$ cat config.mk
export PLATFORM = sky130hd
export DESIGN_NAME = seq_multiplier
export DESIGN_NICKNAME = d
export VERILOG_FILES = /design/src/rtl/seq_multiplier.sv
export SDC_FILE = /design/constraint.sdc
export NUM_CORES = 1
export LEC_CHECK = 0
export ABC_AREA = 1
export CORE_MARGIN = 2
export CORE_UTILIZATION = 60
export CTS_CLUSTER_SIZE = 16
export DETAILED_ROUTE_END_ITERATION = 12
export GPL_ROUTABILITY_DRIVEN = 0
export PLACE_DENSITY = 0.93
export SLEW_MARGIN = 20
export SYNTH_ARGS = -nofsm -noshare
export SYNTH_HDL_FRONTEND = slang
export SYNTH_SLANG_ARGS = --single-unit
export TNS_END_PERCENT = 50
$ cat constraint.sdc
create_clock -name clk -period 4.99 [get_ports clk]
set_input_delay 0.499 -clock clk [delete_from_list [all_inputs] [get_ports clk]]
set_output_delay 0.499 -clock clk [all_outputs]
set_load 0.05 [all_outputs]
$ cat src/rtl/seq_multiplier.sv
// Sequential shift-add multiplier: M-bit A times N-bit B over N cycles,
// unsigned or two's-complement, with valid/ready handshakes on both sides.
`timescale 1ns/1ps

module seq_multiplier #(
    parameter int M = 8,
    parameter int N = 8
) (
    input  logic             clk,
    input  logic             rst,
    input  logic             in_valid,
    output logic             in_ready,
    input  logic [M-1:0]     A,
    input  logic [N-1:0]     B,
    input  logic             signed_mode,
    output logic             out_valid,
    input  logic             out_ready,
    output logic [M+N-1:0]   P,
    output logic             busy
);

    localparam int W  = M + N;
    localparam int CW = $clog2(N);

    typedef enum logic [1:0] {
        IDLE,
        CALC,
        DONE
    } state_t;

    state_t          state_q,  state_d;
    logic [W-1:0]    mcand_q,  mcand_d;
    logic [N-1:0]    mplier_q, mplier_d;
    logic [W-1:0]    acc_q,    acc_d;
    logic [CW-1:0]   cnt_q,    cnt_d;
    logic            neg_q,    neg_d;
    logic [W-1:0]    p_q,      p_d;

    logic            a_neg;
    logic            b_neg;
    logic [M-1:0]    a_mag;
    logic [N-1:0]    b_mag;
    logic [W-1:0]    addend;
    logic [W-1:0]    sum;

    // Magnitudes of the most negative values wrap to 2^(M-1) / 2^(N-1),
    // which are exactly right when read back as unsigned.
    always_comb begin
        a_neg  = signed_mode & A[M-1];
        b_neg  = signed_mode & B[N-1];
        a_mag  = a_neg ? (~A + M'(1)) : A;
        b_mag  = b_neg ? (~B + N'(1)) : B;
        addend = mplier_q[0] ? mcand_q : '0;
        sum    = acc_q + addend;
    end

    always_comb begin
        state_d  = state_q;
        mcand_d  = mcand_q;
        mplier_d = mplier_q;
        acc_d    = acc_q;
        cnt_d    = cnt_q;
        neg_d    = neg_q;
        p_d      = p_q;

        unique case (state_q)
            IDLE: begin
                if (in_valid) begin
                    mcand_d  = W'(a_mag);
                    mplier_d = b_mag;
                    acc_d    = '0;
                    cnt_d    = '0;
                    neg_d    = a_neg ^ b_neg;
                    state_d  = CALC;
                end
            end
            CALC: begin
                acc_d    = sum;
                mcand_d  = mcand_q << 1;
                mplier_d = mplier_q >> 1;
                cnt_d    = cnt_q + CW'(1);
                // The final addition is folded straight into P so the result
                // is visible on the same edge that enters DONE.
                if (cnt_q == CW'(N - 1)) begin
                    cnt_d   = '0;
                    p_d     = neg_q ? (~sum + W'(1)) : sum;
                    state_d = DONE;
                end
            end
            DONE: begin
                if (out_ready) begin
                    state_d = IDLE;
                end
            end
            default: begin
                state_d = IDLE;
            end
        endcase
    end

    always_ff @(posedge clk or posedge rst) begin
        if (rst) begin
            state_q  <= IDLE;
            mcand_q  <= '0;
            mplier_q <= '0;
            acc_q    <= '0;
            cnt_q    <= '0;
            neg_q    <= 1'b0;
            p_q      <= '0;
        end else begin
            state_q  <= state_d;
            mcand_q  <= mcand_d;
            mplier_q <= mplier_d;
            acc_q    <= acc_d;
            cnt_q    <= cnt_d;
            neg_q    <= neg_d;
            p_q      <= p_d;
        end
    end

    assign in_ready  = (state_q == IDLE) && !rst;
    assign out_valid = (state_q == DONE);
    assign busy      = (state_q != IDLE);
    assign P         = p_q;

endmodule

==> flow_metrics.env <==
export IMPL_status="finished clean"
export IMPL_dp_slack_ps=2040
export IMPL_grt_antenna_before_repair=0
export IMPL_n_antenna_cell=0
export IMPL_clkTransAtPathRegs_ps=70
export IMPL_final_hold_worst_slack_ps=484
export IMPL_ys_ff_latch=62
export IMPL_vias_per_cell=5.51
export IMPL_drt_wirelength_per_cell_um=14.0
export IMPL_vdd_drop_max_v=0.000319
export IMPL_critical_path_startpoint_type="register"
export IMPL_detailed_place_area_um2=4660
export IMPL_slew_violations=0
export IMPL_crit_reg2reg_launch="state_q[0]"
export IMPL_min_delay_path_class="register to register"
export IMPL_clockBufferDepth=2
export IMPL_antenna_violating_nets_post_route=0
export IMPL_cp_cell_sequence="inv_1 > nor2_4 > inv_1 > nor2_1 > inv_1 > a21oi_1 > o21ai_0 > nand2_1"
export IMPL_postSynth_topFlopCell="sky130_fd_sc_hd__dfrtp_1"
export IMPL_nets=664
export IMPL_cts_htree_levels=3
export IMPL_synth_edf_count=0
export IMPL_numCtsBuffers=9
export IMPL_num_rows=30
export IMPL_port_buffers=39
export IMPL_maxSlewHeadroom=0.350
export IMPL_timing_setup_critical_path_class="register to register"
export IMPL_yosysUniqueCellTypes=38
export IMPL_dr_pass1_iters=5
export IMPL_final_design_area_no_fill_um2=4860
export IMPL_floorplan_core_area_um2=6790
export IMPL_power_density_nw_per_um2=702
export IMPL_drcViolationCount=0
export IMPL_die_h_um=87.6
export IMPL_postCtsHoldBufs=0
export IMPL_timing_critical_path_slowest_stage_cell="sky130_fd_sc_hd__nor2_1"
export IMPL_grt_first_pass_wirelength_um=17000
export IMPL_setup_reg_to_reg_worst_slack_ps=1980
export IMPL_grt_ovfl_total=0
export IMPL_routed_via_count=3981
export IMPL_synthesis_area_um2=4190
export IMPL_place_detailed_hpwl_um=7600
export IMPL_dpl_cell_count=707
export IMPL_setup_worst_path_end_class="register"
export IMPL_io_pin_count=40
export IMPL_setup_worst_path_start="state_q[0]"
export IMPL_worst_path_top_cell_family_by_delay="simple AND/OR/NAND/NOR gates"
export IMPL_drv_cap=0
export IMPL_synth_async_reset_ratio=1.00
export IMPL_cts_setup_buffers=0
export IMPL_pin_count_of_the_biggest_net_entering_global_routing=63
export IMPL_finalCriticalPeriod_ps=3010
export IMPL_crit_path_max_fanout=25
export IMPL_detailedRoute_firstIterationViolations=313
export IMPL_worst_pin_slew_ps=974
export IMPL_area_growth_syn_to_layout_pct=15.9
export IMPL_seq_area_frac_synth=0.370
export IMPL_drive_gt1_frac=0.0863
export IMPL_worst_ep_arrival_time_ps=3280
export IMPL_report_final_setup_viol=0
export IMPL_cts_tree="yes"
export IMPL_maxClockFrequency_mhz=332
export IMPL_starting_density_of_the_core=0.617
export IMPL_die_x_um=87.6
export IMPL_post_synth_inst_count=583
export IMPL_final_setup_skew_ps=10.2
export IMPL_syn_num_nets=625
export IMPL_timing_setup_tns_ps=0
export IMPL_cp_num_buf_inv=3
export IMPL_clock_insertion_delay_worst_skew_ps=340
export IMPL_grt_setup_unrepaired="no"
export IMPL_number_of_global_route_vias_before_repair=3904
export IMPL_fp_dieArea_um2=7670
export IMPL_cts_root_buf="sky130_fd_sc_hd__clkbuf_8"
export IMPL_final_cells=722
export IMPL_drt_wl_total_um=10100
export IMPL_rr_endpoint="P[3]"
export IMPL_min_period_over_period=0.603
export IMPL_gr_usage_all_layers=0.280
export IMPL_worst_endpoint_required_ps=5260
export IMPL_leakage_dissipation_nw=2.54
export IMPL_crit_path_to="P[3]"
export IMPL_hold_viol=0
export IMPL_synth_warnings=0
export IMPL_avgSynthCellArea_um2=7.19
export IMPL_critical_path_most_common_cell="sky130_fd_sc_hd__inv_1"
export IMPL_numClockSinks=62
export IMPL_worstSetupPathDepth=8
export IMPL_rr_worst_depth=8
export IMPL_cts_repair_resize_count=0
export IMPL_timing_critical_path_slowest_cell_delay_ps=680
export IMPL_post_route_worst_setup_slack_ps=1980
flip-flops by register name, summed over array words and instances, names as in the netlist:
name / flops
P: 16
acc_q: 16
cnt_q: 3
mcand_q: 16
mplier_q: 8
neg_q: 1
state_q: 2
cells in the final DEF (no fill, tap or decap), types with 2 or more instances in the layout:
cell type                         instances
sky130_fd_sc_hd__nand2_1                173
sky130_fd_sc_hd__inv_1                   91
sky130_fd_sc_hd__dfrtp_1                 62
sky130_fd_sc_hd__clkdlybuf4s50_1         39
sky130_fd_sc_hd__o21ai_0                 38
sky130_fd_sc_hd__nor2_1                  34
sky130_fd_sc_hd__nand3_1                 31
sky130_fd_sc_hd__ha_1                    20
sky130_fd_sc_hd__a21oi_1                 18
sky130_fd_sc_hd__nand2_2                 17
sky130_fd_sc_hd__a22oi_1                 12
sky130_fd_sc_hd__clkbuf_8                11
sky130_fd_sc_hd__xor2_1                  10
sky130_fd_sc_hd__o22ai_1                  8
sky130_fd_sc_hd__nor3_1                   6
sky130_fd_sc_hd__nand3_2                  5
sky130_fd_sc_hd__xnor2_1                  5
sky130_fd_sc_hd__nor2_4                   4
sky130_fd_sc_hd__o31ai_1                  4
sky130_fd_sc_hd__and2_1                   4
sky130_fd_sc_hd__o21ai_1                  4
sky130_fd_sc_hd__inv_2                    3
sky130_fd_sc_hd__nor2_2                   3
sky130_fd_sc_hd__nand2_4                  3
sky130_fd_sc_hd__a22o_1                   2
sky130_fd_sc_hd__a32o_1                   2
sky130_fd_sc_hd__buf_4                    2
worst min-delay path, delay by kind of cell, from the launching register on:
family	cells	cell delay, ps
AO/OA/AOI/OAI	1	60
AND/OR/NAND/NOR	1	50
flip-flops	1	340
synth_stat cells (2+ instances only):
master                     instances  area share
sky130_fd_sc_hd__nand3_2           5       0.012
sky130_fd_sc_hd__and2_1            4      0.0060
sky130_fd_sc_hd__nand2_1         173        0.15
sky130_fd_sc_hd__inv_2             2      0.0018
sky130_fd_sc_hd__a21oi_1          18       0.021
sky130_fd_sc_hd__nand2_2          17       0.025
sky130_fd_sc_hd__o21ai_1           4      0.0048
sky130_fd_sc_hd__nor2_4            4       0.011
sky130_fd_sc_hd__a32o_1            2      0.0048
sky130_fd_sc_hd__xor2_1           10       0.021
sky130_fd_sc_hd__a22o_1            2      0.0042
sky130_fd_sc_hd__ha_1             20       0.060
sky130_fd_sc_hd__nor2_1           34       0.030
sky130_fd_sc_hd__o22ai_1           8       0.012
sky130_fd_sc_hd__nand2_4           3      0.0081
sky130_fd_sc_hd__buf_2             3      0.0036
sky130_fd_sc_hd__xnor2_1           5       0.010
sky130_fd_sc_hd__inv_1            92       0.082
sky130_fd_sc_hd__nor2_2            3      0.0045
sky130_fd_sc_hd__clkbuf_1          9      0.0081
sky130_fd_sc_hd__a22oi_1          12       0.021
sky130_fd_sc_hd__nor3_1            6      0.0072
sky130_fd_sc_hd__nand3_1          31       0.037
sky130_fd_sc_hd__o31ai_1           4      0.0072
sky130_fd_sc_hd__o21ai_0          38       0.045
sky130_fd_sc_hd__dfrtp_1          62        0.37
layer usage:
layer	wire length, µm	GRT usage	part of all wire	up-vias
met1	4080	0.339	0.40	1851
met5	0	0	0	-
met2	5240	0.503	0.52	157
met4	254	0.101	0.025	0
met3	573	0.0452	0.056	37
li1	-	-	-	1936
power breakdown:
part	internal (mW)	switching [mW]	total, mW
Combinational	0.675	1.38	2.06
Sequential	0.724	0.188	0.912
Clock	0.255	0.192	0.447
metrics by stage:
stage	power, mW	util
after floorplan	2.41	-
after global placement	2.81	0.686
after detailed placement	2.92	0.686
after CTS	3.39	0.716
after global routing	3.67	0.716
final	3.41	0.716
how the worst min path moves through the flow:
stage | start | endpoint | slack (ps) | depth (start not counted)
detailed placement | P[5] | P[5] | 470 | 2
global route | P[7] | P[7] | 500 | 2
floorplan | mcand_q[15] | mcand_q[15] | 450 | 2
global placement | P[15] | P[15] | 460 | 2
CTS | P[5] | P[5] | 490 | 2
finish | P[0] | P[0] | 480 | 2
logic make-up (layout without fill, tap and decap cells):
kind of cell | after synthesis | after routing | synth area share
xor gates and xnor gates | 15 | 15 | 0.0313
buffers and inverters | 108 | 151 | 0.0984
DFF | 62 | 62 | 0.370
adders and majority gates | 21 | 21 | 0.0644
and+or+nand+nor | 286 | 286 | 0.309
AOI/OAI and AO/OA | 91 | 91 | 0.127
area by class of cell:
cell class | count | area [µm²]
Sequential cell | 62 | 1550
Clock inverter | 3 | 43.8
Clock buffer | 12 | 155
Timing Repair Buffer | 41 | 405
Tap cell | 96 | 120
Inverter | 95 | 357
Fill cell | 490 | 1930
Multi-Input combinational cell | 413 | 2230
No activity file was read; power rests on OpenSTA's default activity.
==> patch 1: new RTL, same flow settings <==
`N`: 8 -> 16.
--- a/src/rtl/seq_multiplier.sv
+++ b/src/rtl/seq_multiplier.sv
@@ -6,3 +6,3 @@
     parameter int M = 8,
-    parameter int N = 8
+    parameter int N = 16
 ) (
Ports: changed (resized B and P); port bits go from 40 to 56. No check against the original RTL was run, so the function may have changed too.
==> patch 1 against the original RTL <==
Sequential cell count up 33. Non-clock buffer count rose by 18. Routed wire length grew 52%. Power up 40%. Via count increased by 61%. Setup slack got worse by 0.35 ns. Highest routed layer unchanged. Cell area grew 54%. Sequential share of layout area is 0.11 points lower. Synthesized area is 58% higher.
==> patch 1: results (changes against the original RTL) <==
Data buffer area share - 0.0777 (-0.00572)
Reg-to-Reg End - P[20]
Clock skew - 0.0104 ns (+0.000195 ns)
Setup slack, reg-to-reg - 1.63 ns (-0.35 ns)
First DRT Iteration DRCs - 518 (+65%)
Full die area - 11900 µm² (+55%)
Peak supply drop - 0.000399 V (+25%)
Compound-Gate Fraction of Synth Area - 0.136 (+0.00916)
M1 wire length - 6.54 mm (+60%)
Final period utilization - 0.673 (+0.0699)
Dominant cells by area after synthesis - dfrtp_1 36%, nand2_1 16%, inv_1 8.7%
P per Cell Area - 638 nW/µm² (-9.1%)
Power in sequential cells - 1.38 mW (+51%)
Status - finished, final reports clean
LEAKAGE - 3.90 nW (+53%)
Post-DP HPWL - 11.6 mm (+53%)
Post-synthesis xor/xnor area fraction - 0.0302 (-0.00109)
Sequential share of cell area - 0.318 (-0.00110)
CP Launch Point - mplier_q[0]
GR Util met1 - 0.340 (+0.000894)
Sw Share - 0.516 (+0.00116)
Multi-input gate area in the final layout - 3550 µm² (+59%)
Mean Syn Cell Area - 6.86 µm² (-4.6%)
Met3 wire len - 866 µm (+51%)
First-pass GRT wire length - 26.4 mm (+55%)
Unique masters post-synth - 42 (+11%)
[patch 1: worst max-delay path: stages, from the launching register on]
cell	delay [ns]
dfrtp_1	0.86
nand2_1	0.11
inv_1	0.08
ha_1	0.22
fa_1	0.47
inv_1	0.13
ha_1	0.18
inv_1	0.06
nor2_1	0.19
nand3_2	0.12
nor2_4	0.13
nand2_2	0.10
nor2_4	0.11
nand3_2	0.10
nand2_2	0.14
nand3_1	0.10
nand2_1	0.08
nand3_1	0.07
nand2_1	0.07
[patch 1: how the worst min path moves through the flow]
stage / cells after the start / from / endpoint / slack [ns]
final: 2 / P[17] / P[17] / 0.49
after global routing: 2 / mplier_q[15] / mplier_q[15] / 0.50
after CTS: 2 / mplier_q[15] / mplier_q[15] / 0.49
after detailed placement: 2 / mplier_q[15] / mplier_q[15] / 0.47
after global placement: 2 / P[23] / P[23] / 0.47
after floorplan: 2 / mplier_q[15] / mplier_q[15] / 0.45
==> patch 2: new RTL, same settings <==
Without the edit above. Re-encode `state_t` (3 states) as one-hot, 3 bits wide.
--- a/src/rtl/seq_multiplier.sv
+++ b/src/rtl/seq_multiplier.sv
@@ -24,6 +24,6 @@
 
-    typedef enum logic [1:0] {
-        IDLE,
-        CALC,
-        DONE
+    typedef enum logic [2:0] {
+        IDLE = 3'b001,
+        CALC = 3'b010,
+        DONE = 3'b100
     } state_t;
Function: no difference found for any inputs over 4 cycles, from zero or initial values and one cycle with rst high; so few cycles prove little.
==> patch 2 against the original RTL <==
Power decreased by 24%. Routed wire length increased by 12%. Synthesized area increased by 2.6%. Cell area increased by 2.7%. Setup slack improved by 0.045 ns. Utilization increased by 1.1 points. Fmax increased by 1.5%. Combinational power decreased by 36%. Sequential cell count increased by 1.
==> patch 2: results (changes against the original RTL) <==
Non-CTS inverters - 92 (-3.2%)
Worst reg2reg path depth - 18 (+10)
Fin Hold WS - 0.486 ns (+0.00270 ns)
Peak supply drop - 0.000397 V (+24%)
Max Fanout on Critical Path - 17 (-32%)
Share of layout cells above drive strength 1 - 0.0822 (-0.00407)
DRT Pass-1 Iters - 6 (+1)
LEAKAGE - 2.63 nW (+3.5%)
Slew headroom - 0.346 (-0.00401)
Via density - 5.81 (+5.3%)
Final-layout clock buffer total - 9 (-3)
Mean routed wirelength per cell - 15.0 µm (+6.9%)
Data buffer area share - 0.0827 (-0.000649)
Signal buffers - 42 (+2.4%)
M1 wire length - 4.46 mm (+9.4%)
FF/Latch Area - 1580 µm² (+1.7%)
Commonest cells in the netlist - 212 x nand2_1, 89 x inv_1, 62 x dfrtp_1
ClkCell Share - 0.0456 (+0.00471)
Setup slack, reg-to-reg - 2.03 ns (+0.04 ns)
FF-to-FF Start - mplier_q[0]
M2 GR Usage - 0.501 (-0.00208)
First DRT Iteration DRCs - 382 (+22%)
Sw Share - 0.479 (-0.0363)
Global Route Usage Sum - 0.305 (+0.0245)
Met3 usage - 0.0532 (+0.00793)
Final wirelength - 11.3 mm (+12%)
Status - finished, final reports clean
Hold EP - P[14]
Post-DP HPWL - 7.96 mm (+4.7%)
Fraction of area in multi-input gates - 0.462 (+0.00370)
Num sequential - 63 (+1.6%)
Syn Nets - 655 (+4.8%)
Multi-input gate count - 444 (+7.5%)
Fill cells - 469 (-4.3%)
Vias in the first global route - 4282 (+9.7%)
Met3 wire len - 823 µm (+44%)
Clock skew - 0.00946 ns (-0.000764 ns)
Sequential share of the synthesized area - 0.367 (-0.00325)
Hold_sp - P[14]
Met2 routed WL - 5.52 mm (+5.3%)
Placed cells - 737 (+4.2%)
Largest net degree at the start of global routing - 64 (+1.6%)
==> patch 2: cells by family (layout without fill, tap and decap cells) <==
logic type,Yosys count,after routing,share of synthesized area
and+or+nand+nor,328,328,0.330
AOI/OAI and AO/OA,85,85,0.122
adders and majority gates,21,21,0.0628
DFF,63,63,0.367
buffers and inverters,106,150,0.0977
xor gates and xnor gates,10,10,0.0204
==> patch 2: power groups by stage <==
stage               sequential [mW]  combinational [mW]  clock (mW)
CTS                           0.756                1.28       0.516
detailed placement            0.761                1.26           0
global route                  0.774                1.44       0.540
floorplan                     0.720               0.999           0
finish                        0.760                1.31       0.519
global placement              0.753                1.20           0
==> patch 2: per-stage QoR <==
stage	area, µm²	setup WS (ns)	power (mW)
final	4990	2.03	2.59
after global routing	4990	1.77	2.76
after CTS	4990	2.06	2.55
after detailed placement	4760	2.10	2.02
after global placement	4760	2.23	1.95
after floorplan	4300	2.26	1.72
